## config.mk

```make
export PLATFORM = sky130hd
export DESIGN_NAME = dm_load_unit
export DESIGN_NICKNAME = d
export VERILOG_FILES = /design/src/rtl/dm_load_unit.sv
export SDC_FILE = /design/constraint.sdc
export NUM_CORES = 1
export LEC_CHECK = 0
export ABC_AREA = 1
export CORE_MARGIN = 10
export CORE_UTILIZATION = 42
export CTS_BUF_LIST = sky130_fd_sc_hd__clkbuf_4 sky130_fd_sc_hd__clkbuf_8 sky130_fd_sc_hd__clkbuf_16
export DETAILED_ROUTE_END_ITERATION = 7
export GPL_TIMING_DRIVEN = 0
export HOLD_SLACK_MARGIN = 0.08
export PLACE_DENSITY = 0.81
export SYNTH_ARGS = -nofsm -noshare
export SYNTH_HDL_FRONTEND = slang
export SYNTH_SLANG_ARGS = --single-unit
```

## constraint.sdc

```tcl
create_clock -name clk -period 3.12 [get_ports clk]
set_input_delay 0.936 -clock clk [delete_from_list [all_inputs] [get_ports clk]]
set_output_delay 0.936 -clock clk [all_outputs]
set_load 0.02 [all_outputs]
```

## src/rtl/dm_load_unit.sv

```systemverilog
// M-stage load unit: issues a word read, stalls the pipeline while it is pending,
// then aligns/extends the result into a one-beat writeback. Optional misaligned trap: LOAD_ADEL_EN.
module dm_load_unit #(
    parameter int unsigned TIMEOUT_CYCLES = 15,
    parameter int unsigned CNT_W          = 8
) (
    input  logic        clk,
    input  logic        reset,
    input  logic        ld_valid,
    input  logic [2:0]  ld_op,
    input  logic [31:0] ld_addr,
    input  logic [4:0]  ld_rd,
    output logic        mem_req,
    output logic [31:0] mem_addr,
    input  logic        mem_ack,
    input  logic [31:0] mem_rdata,
    output logic        stall,
    output logic        wb_valid,
    output logic [31:0] wb_data,
    output logic [4:0]  wb_rd,
    output logic        bus_err,
    output logic        adel
);

    localparam logic [2:0] OP_LW  = 3'd0;
    localparam logic [2:0] OP_LH  = 3'd1;
    localparam logic [2:0] OP_LHU = 3'd2;
    localparam logic [2:0] OP_LB  = 3'd3;
    localparam logic [2:0] OP_LBU = 3'd4;

    localparam logic [CNT_W-1:0] CNT_LAST = CNT_W'(TIMEOUT_CYCLES - 1);
    localparam logic [CNT_W-1:0] CNT_ONE  = CNT_W'(1);

    typedef enum logic [1:0] {
        S_IDLE = 2'd0,
        S_WAIT = 2'd1,
        S_DONE = 2'd2
    } state_t;

    state_t           state_q, state_d;
    logic             mem_req_q, mem_req_d;
    logic [31:0]      mem_addr_q, mem_addr_d;
    logic             wb_valid_q, wb_valid_d;
    logic [31:0]      wb_data_q, wb_data_d;
    logic [4:0]       wb_rd_q, wb_rd_d;
    logic             bus_err_q, bus_err_d;
    logic [CNT_W-1:0] cnt_q, cnt_d;
    logic [2:0]       op_q, op_d;
    logic [1:0]       off_q, off_d;
    logic [4:0]       rd_q, rd_d;

    logic op_ok;
    logic misalign;
    logic accept;

    assign op_ok = (ld_op <= OP_LBU);

`ifdef LOAD_ADEL_EN
    assign misalign = ((ld_op == OP_LW) && (ld_addr[1:0] != 2'b00)) ||
                      (((ld_op == OP_LH) || (ld_op == OP_LHU)) && ld_addr[0]);
    assign adel     = (state_q == S_IDLE) && ld_valid && op_ok && misalign;
`else
    assign misalign = 1'b0;
    assign adel     = 1'b0;
`endif

    assign accept = (state_q == S_IDLE) && ld_valid && op_ok && !misalign;
    assign stall  = accept || (state_q == S_WAIT);

    // Without the trap, misaligned halves/words simply drop the low offset bits here.
    function automatic logic [31:0] extend_load(input logic [2:0]  op,
                                                input logic [1:0]  off,
                                                input logic [31:0] rdata);
        logic [15:0] half;
        logic [7:0]  byt;
        logic [31:0] res;
        half = off[1] ? rdata[31:16] : rdata[15:0];
        case (off)
            2'd0:    byt = rdata[7:0];
            2'd1:    byt = rdata[15:8];
            2'd2:    byt = rdata[23:16];
            default: byt = rdata[31:24];
        endcase
        case (op)
            OP_LW:   res = rdata;
            OP_LH:   res = {{16{half[15]}}, half};
            OP_LHU:  res = {16'h0000, half};
            OP_LB:   res = {{24{byt[7]}}, byt};
            OP_LBU:  res = {24'h000000, byt};
            default: res = 32'h0;
        endcase
        return res;
    endfunction

    always_comb begin
        state_d    = state_q;
        mem_req_d  = mem_req_q;
        mem_addr_d = mem_addr_q;
        wb_valid_d = 1'b0;
        wb_data_d  = wb_data_q;
        wb_rd_d    = wb_rd_q;
        bus_err_d  = 1'b0;
        cnt_d      = cnt_q;
        op_d       = op_q;
        off_d      = off_q;
        rd_d       = rd_q;
        case (state_q)
            S_IDLE: begin
                if (accept) begin
                    op_d       = ld_op;
                    off_d      = ld_addr[1:0];
                    rd_d       = ld_rd;
                    mem_req_d  = 1'b1;
                    mem_addr_d = {ld_addr[31:2], 2'b00};
                    cnt_d      = '0;
                    state_d    = S_WAIT;
                end
            end
            S_WAIT: begin
                // An ack arriving on the last allowed cycle still completes normally.
                if (mem_ack) begin
                    wb_data_d  = extend_load(op_q, off_q, mem_rdata);
                    wb_rd_d    = rd_q;
                    wb_valid_d = 1'b1;
                    mem_req_d  = 1'b0;
                    state_d    = S_DONE;
                end else if (cnt_q == CNT_LAST) begin
                    wb_data_d  = 32'h0;
                    wb_rd_d    = rd_q;
                    wb_valid_d = 1'b1;
                    bus_err_d  = 1'b1;
                    mem_req_d  = 1'b0;
                    state_d    = S_DONE;
                end else begin
                    cnt_d = cnt_q + CNT_ONE;
                end
            end
            S_DONE: begin
                state_d = S_IDLE;
            end
            default: begin
                state_d   = S_IDLE;
                mem_req_d = 1'b0;
            end
        endcase
    end

    always_ff @(posedge clk or posedge reset) begin
        if (reset) begin
            state_q    <= S_IDLE;
            mem_req_q  <= 1'b0;
            mem_addr_q <= 32'h0;
            wb_valid_q <= 1'b0;
            wb_data_q  <= 32'h0;
            wb_rd_q    <= 5'd0;
            bus_err_q  <= 1'b0;
            cnt_q      <= '0;
            op_q       <= 3'd0;
            off_q      <= 2'd0;
            rd_q       <= 5'd0;
        end else begin
            state_q    <= state_d;
            mem_req_q  <= mem_req_d;
            mem_addr_q <= mem_addr_d;
            wb_valid_q <= wb_valid_d;
            wb_data_q  <= wb_data_d;
            wb_rd_q    <= wb_rd_d;
            bus_err_q  <= bus_err_d;
            cnt_q      <= cnt_d;
            op_q       <= op_d;
            off_q      <= off_d;
            rd_q       <= rd_d;
        end
    end

    assign mem_req  = mem_req_q;
    assign mem_addr = mem_addr_q;
    assign wb_valid = wb_valid_q;
    assign wb_data  = wb_data_q;
    assign wb_rd    = wb_rd_q;
    assign bus_err  = bus_err_q;

endmodule

```

==> results by group, run 1 <==
Critical path
  – Critical path type: in -> out
  – CP required: 2180 ps
  – CP startpoint kind: input port
  – Worst-path maximum fanout: 2
  – Worst Setup End Kind: output port
  – Arr. time, crit path: 2090 ps

Logic synthesis
  – Yosys top cell by area: dfrtp_1
  – Synthesized cell area: 0.00459 mm²
  – Syn Area/Cell: 7.29 µm²
  – Largest cells by area after synthesis: dfrtp_1, nand2_1, nand3_1, o21ai_0, inv_1
  – Seq/Total Area, Yosys: 49.1%
  – Flops & latches, synth: 90
  – Top cell type's share of synthesized area: 49.1%
  – Distinct cells, synth: 27
  – Post-Synthesis Cells: 629
  – Yosys warns: 0

Clock network
  – Clk_lat worst skew: 370 ps
  – Clk buf depth: 2
  – H-tree depth: 3
  – Post-CTS Hold Buffers: 0
  – Clock Sinks: 90
  – Root Driver: clkbuf_8
  – Clk pin slew, worst setup/hold paths: 90 ps
  – CTS tree: done
  – Inserted Clock Buffers: 9

Route
  – Via-per-instance ratio: 4.93
  – DR vias: 4612
  – Initial DRC Count: 290
  – Routed len/inst: 16.1 µm
  – WL final: 15000 µm
  – 1st-pass router iterations: 5
  – Antenna-violating nets left: 0
  – Drc violations: 0

STA
  – WHS: 478 ps
  – Worst-Margin Slew: 548 ps
  – Final setup fails: 0
  – Max Clk Rate: 0.330 GHz
  – Final min period: 3030 ps
  – RSZ-0062 raised after global routing: false
  – Fin. Hold Viols: 0
  – Final period util: 97.1%
  – Final Max Tran Viols: 0
  – Worst slew margin: 63.4%
  – Worst Skew: 10.3 ps

Hold path
  – Worst hold path type: reg -> reg

Global route
  – Gr ovfl total: 0
  – Vias in the first global route: 4770
  – Pin count of the biggest net entering global routing: 43
  – First-pass GRT wire length: 24400 µm
  – Initial antenna violation count: 0
  – Gr usage total: 19.1%

Floorplan
  – Die height: 125 µm
  – Initial Utilization: 42.7%
  – IO Pins: 150
  – DIE AREA: 0.0155 mm²
  – Core Region: 0.0107 mm²
  – DIE WIDTH: 125 µm
  – Num rows: 38

Placed design
  – Final GP Congestion: 0.915
  – IO Port Bufs: 146
  – Dpl hpwl: 11900 µm
  – Area post-placement: 0.00627 mm²

Layout
  – Fillers: 1044
  – Diode count: 0
  – Final nets: 868
  – Share of layout cells above drive strength 1: 6.16%
  – Most common cell after layout, fill and taps aside: nand2_1
  – Area Growth Syn to Fin: 41.1%
  – Commonest cells after routing, fill and taps aside: nand2_1, clkdlybuf4s50_1, dfrtp_1
  – Cell area after layout: 0.00647 mm²

Pwr
  – P per Cell Area: 719 mW/mm²
  – Lkg Pwr: 3.33 nW
  – Worst vdd ir: 0.421 mV

Outcome
  – Status: complete, no violations

Flow run
  – Maxcap violations: 0
==> where the power goes <==
group | total, W | leakage, nW | switching (W) | internal (W)
sequential | 0.00172 | 1.17 | 0.000213 | 0.00151
combinational | 0.00215 | 2.07 | 0.00122 | 0.000927
clock | 0.000781 | 0.0927 | 0.000428 | 0.000353
total | 0.00465 | 3.33 | 0.00186 | 0.00279
==> area by class of cell <==
| type | instances | area [µm²] | area share [%] |
|---|---|---|---|
| multi-input cells | 449 | 1940 | 30.0 |
| repair buffers | 149 | 1510 | 23.3 |
| clock buffers | 13 | 166 | 2.57 |
| plain buffers | 30 | 171 | 2.65 |
| inverters | 61 | 234 | 3.61 |
| flip-flops and latches | 90 | 2250 | 34.8 |
| well taps | 140 | 175 | 2.71 |
| clock inverters | 3 | 23.8 | 0.367 |
==> worst paths after layout <==
path,cells after the start,from,slack [ps],to
min in group asynchronous,2,reset,970,wb_rd[2]
setup reg to reg,8,op_q[1],1460,wb_data[7]
hold reg to reg,2,wb_rd[1],480,wb_rd[1]
hold / removal,2,wb_rd[1],480,wb_rd[1]
max in group asynchronous,3,reset,1570,wb_data[1]
setup / recovery,5,ld_op[0],90,stall
==> what timing repair did <==
item                       CTS  global route
pin swaps                    1             0
setup buffers                1             0
resized for setup            2             2
setup endpoints to repair    1             1
==> cells in the mapped netlist <==
master / n
dfrtp_1: 90
nor4_1: 1
o21ai_1: 2
nand3_1: 57
nor2_1: 54
clkinv_2: 1
a21oi_1: 18
o21bai_4: 1
nor2_4: 1
xor2_1: 1
nand3b_4: 1
nand2_2: 2
xnor2_1: 1
o21ai_0: 53
clkbuf_1: 12
inv_2: 2
buf_2: 8
or2_1: 1
buf_6: 2
nand4_1: 1
ha_1: 2
inv_1: 58
buf_4: 9
conb_1: 1
nor3b_1: 1
nand3_2: 1
nand2_1: 248
==> worst max-delay path, cell delays in order <==
cell	delay [ps]
clkdlybuf4s50_1	450
o21ai_1	200
nand3_2	110
nand2_1	70
clkdlybuf4s15_1	330
==> flip-flops by register name, indices dropped and copies added, names as in the netlist, 2 cells and up <==
| name | flops |
|---|---|
| op_q | 3 |
| cnt_q | 8 |
| state_q | 2 |
| rd_q | 5 |
| off_q | 2 |
| wb_rd | 5 |
| wb_data | 32 |
| mem_addr | 30 |
==> layer usage <==
layer / up-vias / part of all wire (%) / GRT usage [%]
li1: 2269 / - / -
met1: 2123 / 43 / 22.6
met4: 0 / 2.3 / 6.79
met2: 195 / 45 / 30.7
met3: 25 / 9.7 / 7.32
met5: - / 0 / 0
==> stage by stage <==
stage	util [%]	setup slack (ps)	cells	power (W)	setup TNS, ps
floorplan	-	495	631	0.00287	0
global placement	58.0	-776	917	0.00385	-776
detailed placement	58.4	-774	919	0.00390	-774
CTS	60.2	11.4	935	0.00469	0
global route	60.2	16.6	935	0.00496	0
finish	60.2	90.5	935	0.00465	0
==> cells by family (layout without fill, tap and decap cells) <==
| family | after synthesis | count (layout) | share of synthesized area, % |
|---|---|---|---|
| buffers and inverters | 92 | 256 | 8.84 |
| xor gates and xnor gates | 2 | 2 | 0.382 |
| DFF | 90 | 90 | 49.1 |
| other | 1 | 3 | 0.0818 |
| AOI/OAI and AO/OA | 74 | 74 | 8.37 |
| and+or+nand+nor | 368 | 368 | 32.7 |
| adders and majority gates | 2 | 2 | 0.545 |
No activity file was read; power rests on OpenSTA's default activity.
==> inputs of run 2 (changes only) <==
Settings changed: CAP_MARGIN set to 10.
==> run 2 against run 1 <==
Compared with the run above:
- critical path type unchanged
- sequential share of layout area is essentially flat
- critical endpoint unchanged
- fmax grew 3.4%
- core utilization is essentially flat
- worst hold slack lost 1.1 ps
- via count shrank 0.54%
- total power grew 0.48%
- clock skew grew 0.53 ps
- critical path depth is the same
- cell area is essentially flat
==> results by group, run 2 (same netlist as run 1, synthesis figures left out) <==
Floorplan
  – IO Pins: 150 (unchanged)
  – Die height: 125 µm (unchanged)
  – Initial Utilization: 42.7% (unchanged)
  – DIE AREA: 0.0155 mm² (unchanged)
  – Core Region: 0.0107 mm² (unchanged)
  – DIE WIDTH: 125 µm (unchanged)
  – Num rows: 38 (unchanged)

STA
  – WHS: 477 ps (-1.09 ps)
  – Worst Skew: 10.9 ps (+0.532 ps)
  – Final setup fails: 0 (unchanged)
  – RSZ-0062 raised after global routing: false
  – Final setup TNS: 0 ps (unchanged)
  – Final period util: 93.9% (-3.2 points)
  – Worst-Margin Slew: 556 ps (+8.58 ps)
  – Final min period: 2930 ps (-99.7 ps)
  – Fin. Hold Viols: 0 (unchanged)
  – Worst slew margin: 62.8% (-0.63 points)
  – Final Max Tran Viols: 0 (unchanged)
  – Max Clk Rate: 0.341 GHz (+3.4%)

Global route
  – Gr usage total: 19.0% (-0.052 points)
  – Vias in the first global route: 4733 (-0.78%)
  – Pin count of the biggest net entering global routing: 43 (unchanged)
  – First-pass GRT wire length: 24300 µm (-0.23%)
  – Gr ovfl total: 0 (unchanged)
  – Initial antenna violation count: 0 (unchanged)

Critical path
  – Slowest CP cell: clkdlybuf4s50_1
  – CP startpoint kind: input port
  – Worst-path cell chain: clkdlybuf4s50_1, o21ai_0, nand3_2, nand2_1, clkbuf_2
  – Critical path type: in -> out
  – Worst path max stage delay: 450 ps (about the same)
  – Worst-path maximum fanout: 2 (unchanged)
  – CP required: 2180 ps (about the same)
  – Worst Setup End Kind: output port
  – Arr. time, crit path: 1990 ps (-100 ps)

Hold path
  – Worst hold path type: reg -> reg

Placed design
  – Dpl hpwl: 11900 µm (+0.24%)
  – Final GP Congestion: 0.915 (unchanged)
  – Placed cell count: 919 (unchanged)
  – IO Port Bufs: 146 (unchanged)

Pwr
  – Lkg Pwr: 3.34 nW (+0.29%)
  – P per Cell Area: 722 mW/mm² (+0.45%)
  – P_sw: 0.00184 W (-1.2%)
  – Sequential Power Share: 36.8% (-0.3 points)
  – Logic pwr share: 45.8% (-0.4 points)
  – Worst vdd ir: 0.418 mV (-0.82%)
  – Clock Power Share: 17.4% (+0.6 points)
  – Net Sw Frac: 39.4% (-0.65 points)
  – Int Power: 0.00284 W (+1.6%)

Layout
  – Share of layout cells above drive strength 1: 6.17% (+0.0078 points)
  – Diode count: 0 (unchanged)
  – Post-Layout Cell Count: 934 (-0.11%)
  – Area Growth Syn to Fin: 41.2% (about the same)
  – Final nets: 868 (unchanged)
  – Commonest cells after routing, fill and taps aside: nand2_1, clkdlybuf4s50_1, dfrtp_1
  – Max FFs per register: 32 (unchanged)
  – Fillers: 994 (-4.8%)
  – Most common cell after layout, fill and taps aside: nand2_1

Clock network
  – Inserted Clock Buffers: 9 (unchanged)
  – CTS tree: done
  – Clk pin slew, worst setup/hold paths: 90 ps (about the same)
  – Root Driver: clkbuf_8
  – H-tree depth: 3 (unchanged)
  – Clk_lat worst skew: 350 ps (-20 ps)
  – Clk buf depth: 2 (unchanged)
  – Clock Sinks: 90 (unchanged)

Route
  – Initial DRC Count: 435 (+50%)
  – DR vias: 4587 (-0.54%)
  – Routed len/inst: 16.0 µm (-0.72%)
  – Antenna-violating nets left: 0 (unchanged)
  – WL final: 14900 µm (-0.82%)
  – Via-per-instance ratio: 4.91 (-0.44%)
  – Drc violations: 0 (unchanged)
  – 1st-pass router iterations: 6 (+1)

Flow run
  – Maxcap violations: 0 (unchanged)

Outcome
  – Status: complete, no violations
run 2: cell type report:
type                    count  area, µm²  area share (%)
plain buffers              30        171            2.65
well taps                 140        175            2.70
repair buffers            149       1500            23.2
clock buffers              11        145            2.24
inverters                  61        234            3.61
multi-input cells         449       1940            30.0
clock inverters             4       52.6           0.811
flip-flops and latches     90       2250            34.8
run 2: through the flow:
step           cell area (µm²)  total power, W  utilization [%]  worst slack (ps)
3_5_place_dp              6270         0.00390             58.4              -779
4_1_cts                   6480         0.00473             60.3              26.2
2_1_floorplan             4600         0.00287                -               495
6_report                  6480         0.00468             60.3               190
5_1_grt                   6480         0.00499             60.3              97.0
3_3_place_gp              6230         0.00385             58.0              -776
run 2: routing by layer:
metal / track usage [%] / vias to the layer above / wire, µm
li1: - / 2267 / -
met3: 7.70 / 17 / 1440
met4: 6.37 / 0 / 314
met5: 0 / - / 0
met2: 30.0 / 189 / 6730
met1: 23.0 / 2114 / 6420
run 2: worst paths after layout:
path                            startpoint            to  slack (ps)  depth (start not counted)
worst min register to register    wb_rd[3]      wb_rd[3]         480                          2
worst max register to register    cnt_q[0]   wb_data[16]        1450                          8
worst max-delay path              ld_op[0]         stall         190                          5
min in group asynchronous            reset      wb_rd[2]         980                          2
max in group asynchronous            reset  mem_addr[11]        1560                          3
worst min-delay path              wb_rd[3]      wb_rd[3]         480                          2
run 2: worst max-delay path, delay by kind of cell:
family                 cells  cell delay, ps
buffers and inverters      2             630
AOI/OAI and AO/OA          1             240
and+or+nand+nor            2             190
run 2: repair_timing:
| item | CTS | global route |
|---|---|---|
| endpoints found under the hold margin | 0 | 0 |
| pin swaps | 1 | 0 |
| hold buffers | 0 | 0 |
| setup endpoints to repair | 1 | 1 |
| gates cloned | 0 | 0 |
| setup buffers | 1 | 0 |
| resized for setup | 3 | 1 |
run 2: power by group through the flow:
stage	Sequential, W	Clock (W)	Combinational (W)
2_1_floorplan	0.00209	0	0.000783
3_3_place_gp	0.00173	0	0.00213
3_5_place_dp	0.00174	0	0.00216
4_1_cts	0.00172	0.000832	0.00217
5_1_grt	0.00177	0.000873	0.00235
6_report	0.00172	0.000812	0.00214
==> inputs of run 3 (changes only) <==
Settings changed: CAP_MARGIN 10 to unset.
==> results of run 3 <==
No change in the layout: final DEF, timing and power equal those of run 1.
